File: config.mk
export PLATFORM = sky130hd
export DESIGN_NAME = mipi_rx_pkt_parser
export DESIGN_NICKNAME = d
export VERILOG_FILES = /design/src/rtl/mipi_rx_pkt_parser.sv
export SDC_FILE = /design/constraint.sdc
export NUM_CORES = 1
export LEC_CHECK = 0
export ABC_AREA = 1
export BUFFER_PORTS_ARGS = -buffer_cell sky130_fd_sc_hd__buf_2
export CAP_MARGIN = 20
export CORE_MARGIN = 8
export CORE_UTILIZATION = 50
export DETAILED_ROUTE_END_ITERATION = 6
export PLACE_DENSITY = 0.72
export SLEW_MARGIN = 5
export SYNTH_ARGS = -nofsm -noshare
export SYNTH_HDL_FRONTEND = slang
export SYNTH_SLANG_ARGS = --single-unit
File: constraint.sdc
create_clock -name CLKn -period 2.2 [get_ports CLKn]
set_input_delay 0.11 -clock CLKn [delete_from_list [all_inputs] [get_ports CLKn]]
set_output_delay 0.11 -clock CLKn [all_outputs]
set_load 0.02 [all_outputs]
File: src/rtl/mipi_rx_pkt_parser.sv
// rtl/mipi_rx_pkt_parser.sv - CSI-2 receive packet parser: header decode, ECC check, payload/CRC split
//
// Purpose:
//   Takes the merged 32-bit lane word stream and splits it into packet headers
//   (command interface for the frame-sync stage) and payload words (for the
//   pixel unpacker). Long-packet CRC bytes are consumed but not forwarded.
//
// Ports:
//   CLKn              in   byte-clock-domain clock
//   RSTn              in   asynchronous active-low reset
//   Rx_word[31:0]     in   merged lane word, byte0 = [7:0] first on the wire
//   Rx_word_valid     in   word qualifier, low = stall
//   Rx_sot            in   header-word marker (qualified by Rx_word_valid)
//   Rx_cmd_data_type  out  DT of last accepted header
//   Rx_cmd_vc         out  VC of last accepted header
//   Rx_cmd_word_count out  WC field of last accepted header
//   Rx_cmd_valid      out  one-cycle pulse per accepted header
//   Rx_data[31:0]     out  payload word (holds last strobed word)
//   Rx_data_be[3:0]   out  byte enables for Rx_data
//   Rx_data_valid     out  payload word strobe
//   Rx_data_last      out  last payload word of the packet
//   Rx_ecc_err        out  one-cycle pulse on header ECC mismatch
//   Rx_pkt_abort      out  one-cycle pulse when sot truncates a long packet

module mipi_rx_pkt_parser #(
  parameter bit         ECC_EN      = 1'b1,
  parameter logic [5:0] LONG_DT_MIN = 6'h10
) (
  input  logic        CLKn,
  input  logic        RSTn,
  input  logic [31:0] Rx_word,
  input  logic        Rx_word_valid,
  input  logic        Rx_sot,
  output logic [5:0]  Rx_cmd_data_type,
  output logic [1:0]  Rx_cmd_vc,
  output logic [15:0] Rx_cmd_word_count,
  output logic        Rx_cmd_valid,
  output logic [31:0] Rx_data,
  output logic [3:0]  Rx_data_be,
  output logic        Rx_data_valid,
  output logic        Rx_data_last,
  output logic        Rx_ecc_err,
  output logic        Rx_pkt_abort
);

  typedef enum logic [1:0] {IDLE, PAYLOAD, DROP} state_t;

  state_t      r_state, w_state_nxt;
  logic [15:0] r_data_rem, w_data_rem_nxt;
  // WC + 2 CRC bytes needs 17 bits so WC = 16'hFFFF cannot wrap.
  logic [16:0] r_tot_rem, w_tot_rem_nxt;

  logic [5:0]  r_cmd_dt;
  logic [1:0]  r_cmd_vc;
  logic [15:0] r_cmd_wc;
  logic        r_cmd_valid, w_cmd_valid_nxt;
  logic [31:0] r_data;
  logic [3:0]  r_data_be, w_data_be_nxt;
  logic        r_data_valid, w_data_valid_nxt;
  logic        r_data_last, w_data_last_nxt;
  logic        r_ecc_err, w_ecc_err_nxt;
  logic        r_pkt_abort, w_pkt_abort_nxt;
  logic        w_hdr_load;

  logic [5:0]  w_ecc_calc;
  logic        w_ecc_bad;

  // CSI-2 header Hamming code over the 24 header data bits.
  function automatic logic [5:0] f_ecc(input logic [23:0] d);
    logic [5:0] p;
    p[0] = d[0]^d[1]^d[2]^d[4]^d[5]^d[7]^d[10]^d[11]^d[13]^d[16]^d[20]^d[21]^d[22]^d[23];
    p[1] = d[0]^d[1]^d[3]^d[4]^d[6]^d[8]^d[10]^d[12]^d[14]^d[17]^d[20]^d[21]^d[22]^d[23];
    p[2] = d[0]^d[2]^d[3]^d[5]^d[6]^d[9]^d[11]^d[12]^d[15]^d[18]^d[20]^d[21]^d[22];
    p[3] = d[1]^d[2]^d[3]^d[7]^d[8]^d[9]^d[13]^d[14]^d[15]^d[19]^d[20]^d[21]^d[23];
    p[4] = d[4]^d[5]^d[6]^d[7]^d[8]^d[9]^d[16]^d[17]^d[18]^d[19]^d[20]^d[22]^d[23];
    p[5] = d[10]^d[11]^d[12]^d[13]^d[14]^d[15]^d[16]^d[17]^d[18]^d[19]^d[21]^d[22]^d[23];
    return p;
  endfunction

  assign w_ecc_calc = f_ecc(Rx_word[23:0]);
  // Comparing the full byte also rejects headers with P7:P6 set.
  assign w_ecc_bad  = (Rx_word[31:24] != {2'b00, w_ecc_calc});

  always_comb begin
    w_state_nxt      = r_state;
    w_data_rem_nxt   = r_data_rem;
    w_tot_rem_nxt    = r_tot_rem;
    w_cmd_valid_nxt  = 1'b0;
    w_data_be_nxt    = 4'b0000;
    w_data_valid_nxt = 1'b0;
    w_data_last_nxt  = 1'b0;
    w_ecc_err_nxt    = 1'b0;
    w_pkt_abort_nxt  = 1'b0;
    w_hdr_load       = 1'b0;

    if (Rx_word_valid) begin
      if (Rx_sot) begin
        // A header always wins, whatever state we are in; truncating a
        // long packet is flagged but its last-word marker is never sent.
        w_pkt_abort_nxt = (r_state == PAYLOAD);
        if (ECC_EN && w_ecc_bad) begin
          w_ecc_err_nxt = 1'b1;
          w_state_nxt   = DROP;
        end else begin
          w_cmd_valid_nxt = 1'b1;
          w_hdr_load      = 1'b1;
          if (Rx_word[5:0] >= LONG_DT_MIN) begin
            w_data_rem_nxt = Rx_word[23:8];
            w_tot_rem_nxt  = {1'b0, Rx_word[23:8]} + 17'd2;
            w_state_nxt    = PAYLOAD;
          end else begin
            w_state_nxt = IDLE;
          end
        end
      end else if (r_state == PAYLOAD) begin
        if (r_data_rem >= 16'd4) begin
          w_data_be_nxt = 4'b1111;
        end else begin
          case (r_data_rem[1:0])
            2'd3:    w_data_be_nxt = 4'b0111;
            2'd2:    w_data_be_nxt = 4'b0011;
            2'd1:    w_data_be_nxt = 4'b0001;
            default: w_data_be_nxt = 4'b0000;
          endcase
        end
        w_data_valid_nxt = (w_data_be_nxt != 4'b0000);
        w_data_last_nxt  = (r_data_rem != 16'd0) && (r_data_rem <= 16'd4);
        w_data_rem_nxt   = (r_data_rem >= 16'd4) ? (r_data_rem - 16'd4) : 16'd0;
        w_tot_rem_nxt    = (r_tot_rem > 17'd4) ? (r_tot_rem - 17'd4) : 17'd0;
        if (r_tot_rem <= 17'd4) begin
          w_state_nxt = IDLE;
        end
      end
    end
  end

  always_ff @(posedge CLKn or negedge RSTn) begin
    if (!RSTn) begin
      r_state      <= IDLE;
      r_data_rem   <= 16'd0;
      r_tot_rem    <= 17'd0;
      r_cmd_dt     <= 6'd0;
      r_cmd_vc     <= 2'd0;
      r_cmd_wc     <= 16'd0;
      r_cmd_valid  <= 1'b0;
      r_data       <= 32'd0;
      r_data_be    <= 4'b0000;
      r_data_valid <= 1'b0;
      r_data_last  <= 1'b0;
      r_ecc_err    <= 1'b0;
      r_pkt_abort  <= 1'b0;
    end else begin
      r_state      <= w_state_nxt;
      r_data_rem   <= w_data_rem_nxt;
      r_tot_rem    <= w_tot_rem_nxt;
      r_cmd_valid  <= w_cmd_valid_nxt;
      r_data_be    <= w_data_be_nxt;
      r_data_valid <= w_data_valid_nxt;
      r_data_last  <= w_data_last_nxt;
      r_ecc_err    <= w_ecc_err_nxt;
      r_pkt_abort  <= w_pkt_abort_nxt;
      if (w_hdr_load) begin
        r_cmd_dt <= Rx_word[5:0];
        r_cmd_vc <= Rx_word[7:6];
        r_cmd_wc <= Rx_word[23:8];
      end
      if (w_data_valid_nxt) begin
        r_data <= Rx_word;
      end
    end
  end

  assign Rx_cmd_data_type  = r_cmd_dt;
  assign Rx_cmd_vc         = r_cmd_vc;
  assign Rx_cmd_word_count = r_cmd_wc;
  assign Rx_cmd_valid      = r_cmd_valid;
  assign Rx_data           = r_data;
  assign Rx_data_be        = r_data_be;
  assign Rx_data_valid     = r_data_valid;
  assign Rx_data_last      = r_data_last;
  assign Rx_ecc_err        = r_ecc_err;
  assign Rx_pkt_abort      = r_pkt_abort;

endmodule
==> results by group, run 1 <==
STA
  – Final hold vios: 0
  – Fmax: 493 MHz
  – Final setup vio count: 0
  – Final Skew: around 0.009 ns
  – Worst Tran Pin Value: 0.690 ns
  – Final worst slack: 0.173 ns
  – RSZ-0062 raised after global routing: false
  – Period Utilization, post-route: just over 90%
  – Slew HR: 54.0%
  – TNS Setup: 0 ns
  – Slew Limit Fails: 0
  – Minimum clock period: between 2 and 2.5 ns

Power
  – Leakage: 3.98 nW
  – PwrDens: just under 800 nW/um2
  – Tot Pwr: roughly 5.5 mW
  – Worst ir drop on vdd: a little under 0.0006 V

Die
  – Die Span Y: approximately 120 um
  – Die area: 15400 um2
  – Io pins: slightly above 100
  – Initial core utilization: about half
  – Core Area: around 11000 um2
  – Die width: between 100 and 150 um
  – Row count: 39

Global route
  – Met2 Usage GRT: a little over a third
  – Total global routing overflow: 0
  – Antenna violations before repair: 1
  – Met1 Usage GRT: ~30%
  – Vias in the first global route: around 5400
  – GR Util All Layers: ~22%
  – First-pass GRT wire length: ~27 mm
  – GR Util met3: between 4 and 5%
  – Largest net degree at the start of global routing: 66
  – GRT Max-Usage Layer: met2

Setup path
  – Crit-path max FO: 7
  – Critical-path cell list: inv_1 -> ha_1 -> nand2_1 -> inv_1 -> o311ai_0 -> nand2_1 -> buf_4 -> o22ai_1 -> nand3_1 -> nand2_1
  – Worst path most repeated cell: nand2_1
  – R2R cell count: 10
  – Worst EP required: around 2.5 ns
  – Crit path capture type: flip-flop
  – Arrival @ worst endpoint: approximately 2.3 ns
  – Reg-to-reg slack, setup: about 0.17 ns
  – Worst path slowest cell: dfrtp_1
  – Max stage delay on crit path: 0.41 ns
  – Reg-to-Reg Start: r_data_rem[2]$_DFFE_PN0P_
  – Startpoint types: flip-flop
  – Crit Path Category: reg2reg
  – FF-to-FF End: r_data_rem[3]$_DFFE_PN0P_

Yosys
  – Ys async rst share: between 90% and 100%
  – Dominant synthesized flop cell: dfrtp_1
  – Count of warnings emitted by yosys: 0
  – Dominant cells by area after synthesis: dfrtp_1, nand2_1, nand3_1
  – Syn Inst Count: about 800
  – Count leader, synth: nand2_1
  – Post-synth cell types: 37
  – Syn Std Cell Area: just under 6000 um2
  – Syn nets: 860
  – EDFF count, synth: 0
  – Synth Area per Inst: between 7 and 8 um2
  – Synth cell count leaders: nand2_1, dfrtp_1, inv_1, nor2_1, nand3_1
  – Synth area leader: dfrtp_1
  – Top cell type's share of synthesized area: between 40% and 50%
  – Yosys reg bits: 100
  – Sequential area share after synthesis: a little over two fifths

Status
  – Status: complete, no violations

Placed design
  – IO Port Bufs: 100
  – Detailed placement HPWL: about 13 mm
  – Cells after DPL: between 1000 and 1500
  – GP Congestion: 0.923
  – Pre-CTS setup slack: -0.140 ns

Layout
  – Final Instance Count excl. Fillers: approximately 1100
  – Fill count: approximately 1100
  – Fin nets: roughly 980
  – Total inserted antenna cells: 0
  – Post-Route Utilization: 61.7%
  – FF+latch area: about 2500 um2
  – Area grow syn2layout: 20.6%
  – Share of layout cells above drive strength 1: between 10% and 20%
  – Area of the multi-input gates: ~2900 um2

Clock tree
  – H-tree levels: 3
  – Root buffer cell: clkbuf_16
  – Number of CTS-inserted buffers: 9
  – CTS tree: yes
  – Clk slew on worst S/H paths: 0.07 ns
  – Clk_lat worst skew: around 0.36 ns
  – Clock Tree Buf Depth: 2
  – Clock sink count: 100
  – Buffers inserted by post-CTS timing repair: 0

Detailed routing
  – Initial DRT Pass Iterations: 7
  – Via density: ~5.2
  – Antenna viol nets, final: 0
  – DRC: 0
  – Initial DRC count: just over 600
  – Drt total wl: 16.5 mm
  – DR vias: around 5700
  – Routed len/inst: 15.3 um

Worst hold path
  – Hold/Removal Path Class: in2reg
  – Hold depth: 3
  – Hold path start: Rx_word[31]
  – Hold EP: Rx_data[31]$_DFFE_PN0P_

Run
  – # Max-Cap Violations: 0
placed cells by master, fill, tap and decap left out, types with 7 or more instances in the layout:
cell and instances:
nand2_1 293, dfrtp_1 100, buf_2 99, inv_1 69, nor2_1 64, nand3_1 58
o21ai_0 42, o21ai_1 30, buf_4 30, xnor2_1 19, xor2_1 16, o22ai_1 15
inv_2 11, clkbuf_16 9, ha_1 8, nand4_1 7
state kept, by name (all words and copies together) (netlist names), 2 cells and up:
signal,flops
r_tot_rem,17
Rx_cmd_vc,2
r_state,2
Rx_data,32
Rx_cmd_data_type,6
r_data_rem,16
Rx_data_be,4
Rx_cmd_word_count,16
routing by layer:
metal | vias up | wire length [um]
met1 | 2589 | 7460
met4 | 2 | 412
met3 | 30 | 1290
met2 | 186 | 7370
li1 | 2851 | -
met5 | - | 8
stage by stage:
step           area [um2]  hold slack, ns
6_report             7040          0.0259
2_1_floorplan        5840          -0.186
3_3_place_gp         6700           0.186
5_1_grt              7040          0.0678
4_1_cts              7020          0.0193
3_5_place_dp         6700           0.194
what timing repair did:
action | CTS | global route
endpoints found under the setup margin | 0 | 55
gates resized for setup | 0 | 7
hold buffers | 2 | 0
hold endpoints to repair | 53 | 0
worst max-delay path by stage:
stage	startpoint	cells past startpoint	to
3_5_place_dp	Rx_word[4]	21	r_tot_rem[9]$_DFFE_PN0P_
2_1_floorplan	Rx_word[4]	21	Rx_cmd_data_type[4]$_DFFE_PN0P_
6_report	r_data_rem[2]$_DFFE_PN0P_	10	r_data_rem[3]$_DFFE_PN0P_
4_1_cts	r_data_rem[9]$_DFFE_PN0P_	12	Rx_data[25]$_DFFE_PN0P_
3_3_place_gp	Rx_word[4]	21	r_tot_rem[13]$_DFFE_PN0P_
5_1_grt	r_data_rem[2]$_DFFE_PN0P_	10	r_data_rem[13]$_DFFE_PN0P_
power by group:
group	switching, mW	internal [mW]
clock network	0.791	0.831
registers	0.226	2.05
logic	0.945	0.627
total	1.96	3.51
cell type report:
type	count	share of cell area, %
Clock buffer	10	3.39
Multi-Input combinational cell	605	41.4
Sequential cell	100	35.5
Inverter	81	4.32
Timing Repair Buffer	136	11.9
Tap cell	143	2.54
Clock inverter	6	0.888
worst max-delay path, delay by kind of cell, from the launching register on:
kind | cells | cell delay (ns)
and+or+nand+nor | 4 | 0.66
DFF | 1 | 0.41
adders and majority gates | 1 | 0.25
buffers and inverters | 3 | 0.40
AOI/OAI and AO/OA | 2 | 0.24
kinds of logic after synthesis:
| kind of cell | share of synthesized area (%) |
|---|---|
| DFF | 42.8 |
| AOI/OAI and AO/OA | 11.1 |
| xor gates and xnor gates | 5.25 |
| and+or+nand+nor | 31.4 |
| adders and majority gates | 1.71 |
| buffers and inverters | 7.73 |
(Power assumes the default switching activity.)
==> inputs of run 2 (changes only) <==
ABC_AREA = unset   (was 1)
PLACE_DENSITY = 0.73   (was 0.72)
==> results by group, run 2 <==
Worst hold path
  – Hold path start: Rx_word[30] (was Rx_word[31])
  – Hold/Removal Path Class: in2reg (unchanged)
  – Hold EP: Rx_data[30]$_DFFE_PN0P_ (was Rx_data[31]$_DFFE_PN0P_)
  – Hold depth: 2 (was 3)

Yosys
  – Yosys reg bits: 100 (unchanged)
  – Count of warnings emitted by yosys: 0 (unchanged)
  – Synth cell count leaders: dfrtp_1, mux2_2, xnor2_1, clkbuf_1, nand2_1 (was nand2_1, dfrtp_1, inv_1, nor2_1, nand3_1)
  – Syn nets: 539 (was 860)
  – Dominant synthesized flop cell: dfrtp_1 (unchanged)
  – Post-synth cell types: 50 (was 37)
  – Synth area leader: dfrtp_1 (unchanged)
  – Syn Std Cell Area: 5520 um2 (was 5840 um2)
  – Synth Area per Inst: 11.1 um2 (was 7.16 um2)
  – Top cell type's share of synthesized area: 45.4% (was 42.8%)
  – Syn Inst Count: 495 (was 816)
  – Ys async rst share: 100% (unchanged)
  – Sequential area share after synthesis: 45.4% (was 42.8%)
  – Count leader, synth: dfrtp_1 (was nand2_1)
  – EDFF count, synth: 0 (unchanged)
  – Dominant cells by area after synthesis: dfrtp_1, mux2_2, mux2_4 (was dfrtp_1, nand2_1, nand3_1)

STA
  – RSZ-0062 raised after global routing: true (was false)
  – TNS Setup: -2.80 ns (was 0 ns)
  – Final hold vios: 0 (unchanged)
  – Slew Limit Fails: 0 (unchanged)
  – Final setup vio count: 24 (was 0)
  – Slew HR: 66.7% (was 54.0%)
  – Minimum clock period: 2.33 ns (was 2.03 ns)
  – Final worst slack: -0.131 ns (was 0.173 ns)
  – Final Skew: 0.0220 ns (was 0.00879 ns)
  – Worst Tran Pin Value: 0.495 ns (was 0.690 ns)
  – Fmax: 429 MHz (was 493 MHz)
  – Period Utilization, post-route: 106% (was 92.2%)

Die
  – Row count: 38 (was 39)
  – Initial core utilization: 51.1% (was 51.2%)
  – Io pins: 101 (unchanged)
  – Die Span Y: 121 um (was 124 um)
  – Die width: 121 um (was 124 um)
  – Die area: 14600 um2 (was 15400 um2)
  – Core Area: 10800 um2 (was 11400 um2)

Layout
  – Share of layout cells above drive strength 1: 42.7% (was 19.7%)
  – Finished layout cell area: 7130 um2 (was 7040 um2)
  – Fill count: 797 (was 1059)
  – Number of flip-flops in the largest register: 32 (unchanged)
  – Post-Route Utilization: 66.0% (was 61.7%)
  – Total inserted antenna cells: 0 (unchanged)
  – Commonest non-fill, non-tap cell in the layout: dfrtp_1 (was nand2_1)
  – Most frequent cells in the layout: dfrtp_1, buf_2, buf_4 (was nand2_1, dfrtp_1, buf_2)
  – Area grow syn2layout: 29.2% (was 20.6%)
  – Final Instance Count excl. Fillers: 800 (was 1081)
  – Fin nets: 699 (was 977)

Setup path
  – Worst path most repeated cell: or4_4 (was nand2_1)
  – Worst EP required: 2.47 ns (was 2.50 ns)
  – Arrival @ worst endpoint: 2.60 ns (was 2.32 ns)
  – R2R cell count: 6 (was 10)
  – Critical path buffer and inverter count: 2 (was 3)
  – Max stage delay on crit path: 0.46 ns (was 0.41 ns)
  – Crit path capture type: flip-flop (unchanged)
  – Startpoint types: input port (was flip-flop)
  – Critical-path cell list: buf_6 -> xnor3_1 -> xnor2_2 -> xor3_1 -> or4_4 -> or4_4 -> buf_12 -> mux2_4 (was inv_1 -> ha_1 -> nand2_1 -> inv_1 -> o311ai_0 -> nand2_1 -> buf_4 -> o22ai_1 -> nand3_1 -> nand2_1)
  – Cell family with most CP delay: XOR/XNOR gates (was simple AND/OR/NAND/NOR gates)
  – Crit-path max FO: 24 (was 7)
  – Reg-to-reg slack, setup: 0.04 ns (was 0.17 ns)
  – Crit Path Category: in2reg (was reg2reg)
  – Worst path slowest cell: xor3_1 (was dfrtp_1)
  – Reg-to-Reg Start: r_data_rem[11]$_DFFE_PN0P_ (was r_data_rem[2]$_DFFE_PN0P_)
  – FF-to-FF End: Rx_data_be[2]$_DFF_PN0_ (was r_data_rem[3]$_DFFE_PN0P_)

Global route
  – Total global routing overflow: 0 (unchanged)
  – GR Util All Layers: 22.6% (was 22.5%)
  – Vias in the first global route: 4797 (was 5448)
  – Antenna violations before repair: 1 (unchanged)
  – Largest net degree at the start of global routing: 73 (was 66)
  – First-pass GRT wire length: 26.1 mm (was 27.1 mm)

Status
  – Violated checks: negative setup slack
  – Status: finished with violations (was complete, no violations)

Detailed routing
  – DR vias: 4666 (was 5658)
  – Via density: 5.83 (was 5.23)
  – DRC: 0 (unchanged)
  – Initial DRC count: 288 (was 619)
  – Antenna viol nets, final: 0 (unchanged)
  – Drt total wl: 16.4 mm (was 16.5 mm)
  – Initial DRT Pass Iterations: 5 (was 7)
  – Routed len/inst: 20.4 um (was 15.3 um)

Placed design
  – Cells after DPL: 775 (was 1063)
  – DP Area: 6750 um2 (was 6700 um2)
  – Pre-CTS setup slack: -0.547 ns (was -0.140 ns)
  – IO Port Bufs: 100 (unchanged)
  – GP Congestion: 0.901 (was 0.923)
  – Detailed placement HPWL: 12.0 mm (was 12.6 mm)

Power
  – PwrDens: 764 nW/um2 (was 777 nW/um2)
  – Leakage: 3.61 nW (was 3.98 nW)
  – Worst ir drop on vdd: 0.000605 V (was 0.000594 V)

Clock tree
  – Number of CTS-inserted buffers: 9 (unchanged)
  – Clk slew on worst S/H paths: 0.11 ns (was 0.07 ns)
  – Root buffer cell: clkbuf_8 (was clkbuf_16)
  – Clk_lat worst skew: 0.38 ns (was 0.36 ns)
  – Clock Tree Buf Depth: 2 (unchanged)
  – H-tree levels: 3 (unchanged)
  – CTS tree: yes (unchanged)
  – Clock sink count: 100 (unchanged)

Run
  – # Max-Cap Violations: 0 (unchanged)
run 2: cell count changes after synthesis, moves of 30 or more:
cell | before | now
o21ai_1 | 30 | 0
nand3_1 | 58 | 10
inv_1 | 69 | 11
mux2_2 | 0 | 37
nor2_1 | 65 | 19
nand2_1 | 296 | 26
run 2: through the flow:
step	hold WS (ns)	total power [mW]
after global routing	0.0170	5.73
after detailed placement	0.0584	4.19
after CTS	0.00316	5.38
final	0.0270	5.45
after floorplan	-0.186	3.48
after global placement	0.0529	4.12
run 2: cell families after synthesis:
family	synth area share (%)
simple gates	11.7
compound gates	12.2
flops	45.4
mux	13.0
xor+xnor	11.4
buf+inv	4.49
fa+ha+maj	1.81
run 2: routing by layer:
metal,vias up,share of wire [%],routed length [um],global-route usage [%]
li1,2119,-,-,-
met2,198,48,7780,36.4
met4,2,1.3,217,6.40
met1,2328,43,6980,29.8
met5,-,0.073,12,0
met3,19,8.3,1350,5.40
run 2: worst register-to-register path: stages, from the launching register on:
cell and delay [ns]:
dfrtp_1 0.40, or4_4 0.58, or3_4 0.39, or3b_4 0.42, nor2_1 0.11, nor2_1 0.06
o21a_1 0.11
run 2: what timing repair did:
item / 4_1_cts / 5_1_grt
gates cloned: 0 / 0
setup buffers: 0 / 2
endpoints found under the hold margin: 34 / 0
hold buffers: 7 / 0
resized for setup: 7 / 15
endpoints found under the setup margin: 64 / 51
pin swaps: 0 / 4
run 2: cell type report:
cell class	count	area (um2)	area share (%)
Inverter	12	45.0	0.632
Sequential cell	100	2500	35.1
Tap cell	140	175	2.46
Multi-Input combinational cell	344	2940	41.3
Clock inverter	7	66.3	0.931
Timing Repair Buffer	188	1270	17.8
Clock buffer	9	124	1.74
run 2: worst max-delay path by stage:
| stage | from | endpoint | slack [ns] | depth (start not counted) |
|---|---|---|---|---|
| 2_1_floorplan | Rx_word[22] | Rx_cmd_data_type[0]$_DFFE_PN0P_ | -0.51 | 9 |
| 3_3_place_gp | Rx_word[22] | Rx_cmd_vc[0]$_DFFE_PN0P_ | -0.50 | 8 |
| 3_5_place_dp | Rx_word[7] | Rx_cmd_data_type[4]$_DFFE_PN0P_ | -0.55 | 8 |
| 4_1_cts | Rx_word[7] | Rx_cmd_data_type[4]$_DFFE_PN0P_ | -0.13 | 8 |
| 5_1_grt | Rx_word[7] | Rx_cmd_data_type[4]$_DFFE_PN0P_ | -0.16 | 8 |
| 6_report | Rx_word[7] | Rx_cmd_data_type[4]$_DFFE_PN0P_ | -0.13 | 8 |
run 2: power breakdown:
| group | switching [mW] | internal [mW] | total, mW |
|---|---|---|---|
| sequential | 0.126 | 2.01 | 2.13 |
| combinational | 1.11 | 1.02 | 2.13 |
| clock | 0.745 | 0.440 | 1.18 |
